--- config.mk ---
export PLATFORM = sky130hd
export DESIGN_NAME = seg_scan_ctrl
export DESIGN_NICKNAME = d
export VERILOG_FILES = /design/src/rtl/seg_scan_ctrl.sv
export SDC_FILE = /design/constraint.sdc
export NUM_CORES = 1
export LEC_CHECK = 0
export BUFFER_PORTS_ARGS = -buffer_cell sky130_fd_sc_hd__buf_2
export CAP_MARGIN = 20
export CORE_MARGIN = 2
export CORE_UTILIZATION = 40
export DETAILED_ROUTE_END_ITERATION = 6
export GPL_TIMING_DRIVEN = 1
export PLACE_DENSITY_LB_ADDON = 0.08
export SYNTH_ARGS = -nofsm -noshare
export SYNTH_HDL_FRONTEND = slang
export SYNTH_SLANG_ARGS = --single-unit
--- constraint.sdc ---
create_clock -name clk -period 2.7 [get_ports clk]
set_input_delay 0.405 -clock clk [delete_from_list [all_inputs] [get_ports clk]]
set_output_delay 0.405 -clock clk [all_outputs]
set_load 0.02 [all_outputs]
--- src/rtl/seg_scan_ctrl.sv ---
// Multiplexed 7-segment scan controller with double-buffered digit memory,
// digit-boundary commit and per-digit blink attribute.
module seg_scan_ctrl #(
  parameter int NUM_DIGITS = 8,
  parameter int PRESCALE_W = 17,
  parameter int BLINK_W    = 6,
  localparam int AW = (NUM_DIGITS > 1) ? $clog2(NUM_DIGITS) : 1
) (
  input  logic                  clk,
  input  logic                  rst_n,
  input  logic                  wr_en,
  input  logic [AW-1:0]         wr_addr,
  input  logic [5:0]            wr_data,
  input  logic                  wr_blink,
  input  logic                  commit,
  output logic                  commit_ack,
  output logic [NUM_DIGITS-1:0] an_n,
  output logic [6:0]            seg_n,
  output logic                  dp_n
);

  localparam logic [AW:0]   DIGIT_CNT  = (AW+1)'(NUM_DIGITS);
  localparam logic [AW-1:0] LAST_DIGIT = AW'(NUM_DIGITS - 1);

  logic [PRESCALE_W-1:0]       presc_q, presc_d;
  logic [AW-1:0]               digit_q, digit_d;
  logic [BLINK_W-1:0]          blink_q, blink_d;
  logic                        pending_q, pending_d;
  logic                        ack_q, ack_d;
  logic [NUM_DIGITS-1:0][6:0]  shadow_q, shadow_d;
  logic [NUM_DIGITS-1:0][6:0]  active_q, active_d;
  logic [NUM_DIGITS-1:0]       an_n_q, an_n_d;
  logic [6:0]                  seg_n_q, seg_n_d;
  logic                        dp_n_q, dp_n_d;
  logic                        wrap;
  logic                        blank;
  logic [6:0]                  entry;

  always_comb begin
    wrap    = (presc_q == '1);
    presc_d = presc_q + 1'b1;
    digit_d = digit_q;
    blink_d = blink_q;
    if (wrap) begin
      if (digit_q == LAST_DIGIT) begin
        digit_d = '0;
        blink_d = blink_q + 1'b1;
      end else begin
        digit_d = digit_q + 1'b1;
      end
    end
  end

  // A commit seen while one is pending (even in the wrap cycle itself) merges
  // into it; the copy uses the post-write shadow so same-cycle writes land.
  always_comb begin
    shadow_d = shadow_q;
    if (wr_en && ({1'b0, wr_addr} < DIGIT_CNT)) begin
      shadow_d[wr_addr] = {wr_blink, wr_data};
    end
    ack_d     = wrap & pending_q;
    pending_d = wrap ? (commit & ~pending_q) : (pending_q | commit);
    active_d  = ack_d ? shadow_d : active_q;
  end

  always_comb begin
    entry   = active_q[digit_q];
    blank   = ~entry[5] | (entry[6] & blink_q[BLINK_W-1]);
    an_n_d  = '1;
    seg_n_d = 7'h7F;
    dp_n_d  = 1'b1;
    if (!blank) begin
      for (int i = 0; i < NUM_DIGITS; i++) begin
        if (digit_q == AW'(i)) an_n_d[i] = 1'b0;
      end
      dp_n_d = ~entry[0];
      case (entry[4:1])
        4'h0: seg_n_d = 7'b0000001;
        4'h1: seg_n_d = 7'b1001111;
        4'h2: seg_n_d = 7'b0010010;
        4'h3: seg_n_d = 7'b0000110;
        4'h4: seg_n_d = 7'b1001100;
        4'h5: seg_n_d = 7'b0100100;
        4'h6: seg_n_d = 7'b0100000;
        4'h7: seg_n_d = 7'b0001111;
        4'h8: seg_n_d = 7'b0000000;
        4'h9: seg_n_d = 7'b0000100;
        4'hA: seg_n_d = 7'b0001000;
        4'hB: seg_n_d = 7'b1100000;
        4'hC: seg_n_d = 7'b0110001;
        4'hD: seg_n_d = 7'b1000010;
        4'hE: seg_n_d = 7'b0110000;
        4'hF: seg_n_d = 7'b0111000;
      endcase
    end
  end

  always_ff @(posedge clk or negedge rst_n) begin
    if (!rst_n) begin
      presc_q   <= '0;
      digit_q   <= '0;
      blink_q   <= '0;
      pending_q <= 1'b0;
      ack_q     <= 1'b0;
      shadow_q  <= '0;
      active_q  <= '0;
      an_n_q    <= '1;
      seg_n_q   <= 7'h7F;
      dp_n_q    <= 1'b1;
    end else begin
      presc_q   <= presc_d;
      digit_q   <= digit_d;
      blink_q   <= blink_d;
      pending_q <= pending_d;
      ack_q     <= ack_d;
      shadow_q  <= shadow_d;
      active_q  <= active_d;
      an_n_q    <= an_n_d;
      seg_n_q   <= seg_n_d;
      dp_n_q    <= dp_n_d;
    end
  end

  assign commit_ack = ack_q;
  assign an_n       = an_n_q;
  assign seg_n      = seg_n_q;
  assign dp_n       = dp_n_q;

endmodule

==> metrics.yaml, run 1 <==
status: "finished clean"
ys_ff_latch: 156
clock_latency_ns: 0.42
synthXorXnorAreaFrac: 0.02507
rsz0062_at_grt: "no"
crit_chain: "and4_1 -> nand3_1 -> nor2_1 -> and3_1 -> ha_1 -> and2_1 -> nand4_1 -> or2_2 -> xnor2_1"
drc: 0
synth_area_leaders: "dfrtp_1 (53%), mux2_2 (19%), dfstp_2 (6.3%), ha_1 (2.8%), mux4_2 (2.7%)"
wire_per_inst_um: 17.77
clk_path_buf_depth: 2
crit_arrival_ns: 2.66
cp_data_required_time_ns: 3.00
cp-end-kind: "flip-flop"
final_core_utilization: 0.4778
avgSynthCellArea_sq_um: 14.98
drt_iter0_drc: 155
hold_viol_final: 0
clockPowerShare: 0.458
area_delta_synth_final_pct: 18.11
yosys.area.top_type: "dfrtp_1"
ys_warn_count: 0
n_antenna_cell: 0
met1_length_um: 6503
finalSetupViolations: 0
core-area_sq_um: 16410
swShare: 0.2106
htree_levels: 4
grt_max_degree: 70
synth.top_cells.by_count: "dfrtp_1 (140), mux2_2 (114), nand2_1 (22)"
wl_met2_um: 5924
grt_pass1_wl_um: 21510
globalRoute.totalOverflow: 0
muxShareOfSynthArea: 0.2515
die_h_um: 132.8
fin_nets: 530
synth_nets: 472
max_freq_ghz: 0.4232
synth_edf_count: 0
ys.flop_type: "dfrtp_1"
max-cap-violations: 0
highest_layer: "met4"
ys_types: 45
cpPeakStageDelay_ns: 0.42
drt_wl_total_um: 13040
worst_pin_slew_ns: 0.6407
path_clk_slew_ns: 0.06
synth_compound_area_frac: 0.02243
gp_congestion: 0.7520
syn_area_sq_um: 6638
crit_fanout: 5
start_util: 0.4046
cts-root-buf: "clkbuf_16"
slew_violations: 0
hpwl_um: 8801
p_comb_frac: 0.062
firstDrtPassIters: 4
cts_tree: "done"
finalClockSkew_ns: 0.009143
io_buffers: 30
io_pins: 31
routed-wl-met3_um: 464
avgViaCountPerCell: 4.984
synthSimpleGateAreaFrac: 0.06183
yosysTopAreaCellShare: 0.5278
period_share: 0.8751
crit_type: "flip-flop to flip-flop"
antenna_left: 0
p_sw_w: 0.001122
relSlewSlack: 0.5729
rows: 47
numCtsBuffers: 17
synth_adder_area_share: 0.02828
setup_tns_ns: 0
nFillCells: 1440
die_w_um: 132.8
p_leak_nw: 3.586
pwr-share-seq: 0.481
synth_top_family_by_area: "multiplexers"
seq_area_frac_synth: 0.5911
cp_num_buf_inv: 0
async_reset_ff_frac: 1.000
synth.most_common_cell: "dfrtp_1"
vias: 3658
hp-class: "input pin to flip-flop"
gr-usage-all-layers: 0.1615
critPathLaunchType: "flip-flop"
drive_gt1_frac: 0.4630
internal_power_w: 0.004207
crit_family: "simple AND/OR/NAND/NOR gates"
worst_ir_drop_vdd_uv: 475.0
p_per_area_nw_per_um2: 679.7
antenna_found_initial: 0
slowest_stage: "dfrtp_1"
cts_num_sinks: 156
die_area_sq_um: 17640
syn_inst: 443
final.min_clock_period_ns: 2.363
grt_pass1_vias: 3867
[layout by cell type, fill, tap and decap left out, types with 15 or more instances in the layout]
cell type / count
dfrtp_1: 140
mux2_2: 114
buf_2: 29
nand2_1: 22
buf_4: 22
clkbuf_16: 17
dfstp_2: 16
xnor2_1: 15
ha_1: 15
[through the flow]
step | hold WS (ns) | area, sq um | std cells | setup slack [ns] | total power (W)
floorplan | 0.1094 | 6638 | 443 | 0.2899 | 0.002802
global placement | 0.4487 | 7218 | 701 | 0.3474 | 0.002920
detailed placement | 0.4526 | 7218 | 701 | 0.3169 | 0.002940
CTS | 0.2063 | 7840 | 734 | 0.2907 | 0.005409
global route | 0.2207 | 7840 | 734 | 0.1183 | 0.005566
finish | 0.2222 | 7840 | 734 | 0.3372 | 0.005329
[power by group through the flow]
stage          Combinational (W)  Clock (W)  Sequential, W
2_1_floorplan           0.000213          0        0.00259
3_3_place_gp            0.000323          0        0.00260
3_5_place_dp            0.000335          0        0.00261
4_1_cts                 0.000338    0.00251        0.00256
5_1_grt                 0.000371    0.00261        0.00258
6_report                0.000329    0.00244        0.00256
[area by class of cell]
class,count,area [sq um],share of cell area
clock buffer,21,470.5,0.06001
clock inverter,11,141.4,0.01803
inverter,9,33.78,0.004309
multi-input combinational,260,2584,0.3296
sequential,156,3924,0.5005
tap,220,275.3,0.03511
timing repair buffer,57,411.6,0.05251
[flip-flops by register name (all words and copies together), names as in the netlist]
register    count
active_q       56
shadow_q       56
presc_q        17
an_n            8
seg_n           7
blink_q         6
digit_q         3
commit_ack      1
dp_n            1
pending_q       1
[cells by family after synthesis]
kind of cell,count (synthesis)
AO/OA/AOI/OAI,22
XOR/XNOR,19
adder cells (fa/ha/maj),15
buffers and inverters,27
flip-flops,156
multiplexers,133
AND/OR/NAND/NOR,71
[final timing paths]
check,start,end,slack (ns),cells after the start
worst max-delay path,presc_q[2],blink_q[5],0.34,9
worst min-delay path,commit,pending_q,0.22,3
worst max register to register,presc_q[2],blink_q[5],0.34,9
worst min register to register,pending_q,pending_q,0.47,1
max in group asynchronous,rst_n,shadow_q[32],1.38,3
min in group asynchronous,rst_n,shadow_q[18],0.55,2
[layer usage]
| metal | up-vias | GRT usage |
|---|---|---|
| li1 | 1704 | - |
| met1 | 1890 | 0.2322 |
| met5 | - | 0 |
| met2 | 52 | 0.2424 |
| met3 | 12 | 0.04061 |
| met4 | 0 | 0.05018 |
[timing repair]
item / 4_1_cts / 5_1_grt
hold buffers: 1 / 0
hold endpoints to repair: 1 / 0
resized for setup: 0 / 0
setup endpoints to repair: 0 / 0
setup buffers: 0 / 0
[worst min-delay path, cell delays in order]
cell and delay (ns):
buf_2 0.10, inv_1 0.04, mux2i_1 0.05
(Power assumes the default switching activity.)
==> run 2: changes to the inputs <==
- ABC_AREA: not set -> 1
- CORE_UTILIZATION: 40 -> 49
==> metrics.yaml, run 2 <==
crit_type: "flip-flop to flip-flop"
max_freq_ghz: 0.4246
io_buffers: 30
wire_per_inst_um: 14.84
syn_area_sq_um: 6955
p_per_area_nw_per_um2: 667.6
grt_max_degree: 77
final.min_clock_period_ns: 2.355
final_common_cell: "nand2_1"
avgViaCountPerCell: 5.008
path_clk_slew_ns: 0.06
yosys.area.top_type: "dfrtp_1"
finalClockSkew_ns: 0.009399
yosysTopAreaCellShare: 0.5037
grt_pass1_wl_um: 25120
cts_num_sinks: 156
vias: 5013
critPathLaunchType: "flip-flop"
rsz0062_at_grt: "no"
antenna_left: 0
firstDrtPassIters: 5
ys_ff_latch: 156
relSlewSlack: 0.4937
ys.flop_type: "dfrtp_1"
cts_tree: "done"
htree_levels: 4
n_antenna_cell: 0
die_h_um: 123.1
crit_fanout: 3
crit_chain: "ha_1 -> nand3_1 -> nor2_1 -> nand2_1 -> inv_1 -> nand2_1 -> nor4_1 -> ha_1 -> nand2_1 -> nor3_1 -> nand3_1 -> xor2_1 -> inv_1"
drt_wl_total_um: 14860
cpPeakStageDelay_ns: 0.37
hold_viol_final: 0
slew_violations: 0
hpwl_um: 9660
async_reset_ff_frac: 1.000
drt_iter0_drc: 316
rows: 43
drc: 0
cts_resized: 0
cts_hold_buf: 0
core-area_sq_um: 13880
period_share: 0.8722
drive_gt1_frac: 0.1449
clk_path_buf_depth: 2
synth.top_cells.by_count: "nand2_1 (247), dfrtp_1 (140), o21ai_0 (85)"
die_area_sq_um: 15160
finalSetupViolations: 0
post-cts-setup-buffer-count: 0
globalRoute.totalOverflow: 0
worst_pin_slew_ns: 0.7570
start_util: 0.5011
gp_congestion: 0.8100
largestRegisters: "active_q x56, shadow_q x56, presc_q x17"
setup_tns_ns: 0
max-cap-violations: 0
p_leak_nw: 3.842
slowest_stage: "dfrtp_1"
mostFrequentLayoutCells: "nand2_1 (247), dfrtp_1 (140), o21ai_0 (85), inv_1 (74), nand3_1 (50)"
numCtsBuffers: 17
hp-class: "input pin to asynchronous set/reset pin"
cts-root-buf: "clkbuf_16"
ys_warn_count: 0
crit_arrival_ns: 2.67
syn_inst: 780
cp_data_required_time_ns: 3.02
r2r_start: "presc_q[0]"
pre_cts_slack_ns: 0.3109
avgSynthCellArea_sq_um: 8.917
whs_ns: 0.02075
die_w_um: 123.1
fin_nets: 837
worst_slack_ns: 0.3451
synth_edf_count: 0
clock_latency_ns: 0.43
area_delta_synth_final_pct: 13.31
synth_area_leaders: "dfrtp_1 (50%), nand2_1 (13%), o21ai_0 (6.1%), dfstp_2 (6.0%), inv_1 (4.0%)"
ys_types: 32
synth.most_common_cell: "nand2_1"
antenna_found_initial: 0
cp-end-kind: "flip-flop"
grt_pass1_vias: 5072
synth_nets: 809
gr-usage-all-layers: 0.2190
seq_area_frac_synth: 0.5641
path_common_cell: "nand2_1"
status: "finished clean"
io_pins: 31
worst_ir_drop_vdd_uv: 416.8
critPathLaunch: "presc_q[0]"
==> run 2: critical path: cells and delay by family (launching register included) <==
kind / cells / cell delay, ns
AND/OR/NAND/NOR: 8 / 1.15
buffers and inverters: 2 / 0.14
adder cells (fa/ha/maj): 2 / 0.44
flip-flops: 1 / 0.37
XOR/XNOR: 1 / 0.14
==> run 2: logic make-up (layout without fill, tap and decap cells) <==
logic type / Yosys count / after routing / share of synthesized area
AO/OA/AOI/OAI: 121 / 121 / 0.09138
buffers and inverters: 112 / 153 / 0.07213
multiplexers: 1 / 1 / 0.001619
AND/OR/NAND/NOR: 356 / 356 / 0.2198
adder cells (fa/ha/maj): 15 / 15 / 0.02698
flip-flops: 156 / 156 / 0.5641
XOR/XNOR: 19 / 19 / 0.02393
==> run 2: metal layers <==
metal	wire length (um)	vias up	GRT usage
met3	731	11	0.04935
met4	135	0	0.08452
met1	6679	2395	0.2832
met2	7313	87	0.3599
met5	0	-	0
li1	-	2520	-
==> run 2: power by group <==
group,total (W),internal (W),switching (W)
clock,0.00243,0.00150,0.000930
sequential,0.00254,0.00250,0.0000427
combinational,0.000290,0.0000914,0.000198
total,0.00526,0.00409,0.00117
==> run 2: worst paths after layout <==
kind,to,slack (ns),cells past startpoint
min reg2reg,presc_q[0],0.45,1
max,blink_q[5],0.35,13
max in group asynchronous,an_n[5],1.90,2
max reg2reg,blink_q[5],0.35,13
min,shadow_q[37],0.02,1
min in group clk,pending_q,0.20,3
==> run 2: per-stage QoR <==
stage | util | instances | power [W] | area (sq um)
after CTS | 0.5678 | 1001 | 0.005309 | 7881
after global routing | 0.5678 | 1001 | 0.005483 | 7881
after global placement | 0.5242 | 969 | 0.002858 | 7277
final | 0.5678 | 1001 | 0.005261 | 7881
after detailed placement | 0.5242 | 969 | 0.002872 | 7277
after floorplan | - | 780 | 0.002748 | 6955
==> run 2: layout make-up <==
class | instances | area (sq um)
fillers | 1276 | 6000
flip-flops and latches | 156 | 3924
multi-input cells | 512 | 2530
clock buffers | 22 | 464.2
inverters | 79 | 301.5
repair buffers | 42 | 296.5
well taps | 180 | 225.2
clock inverters | 10 | 140.1
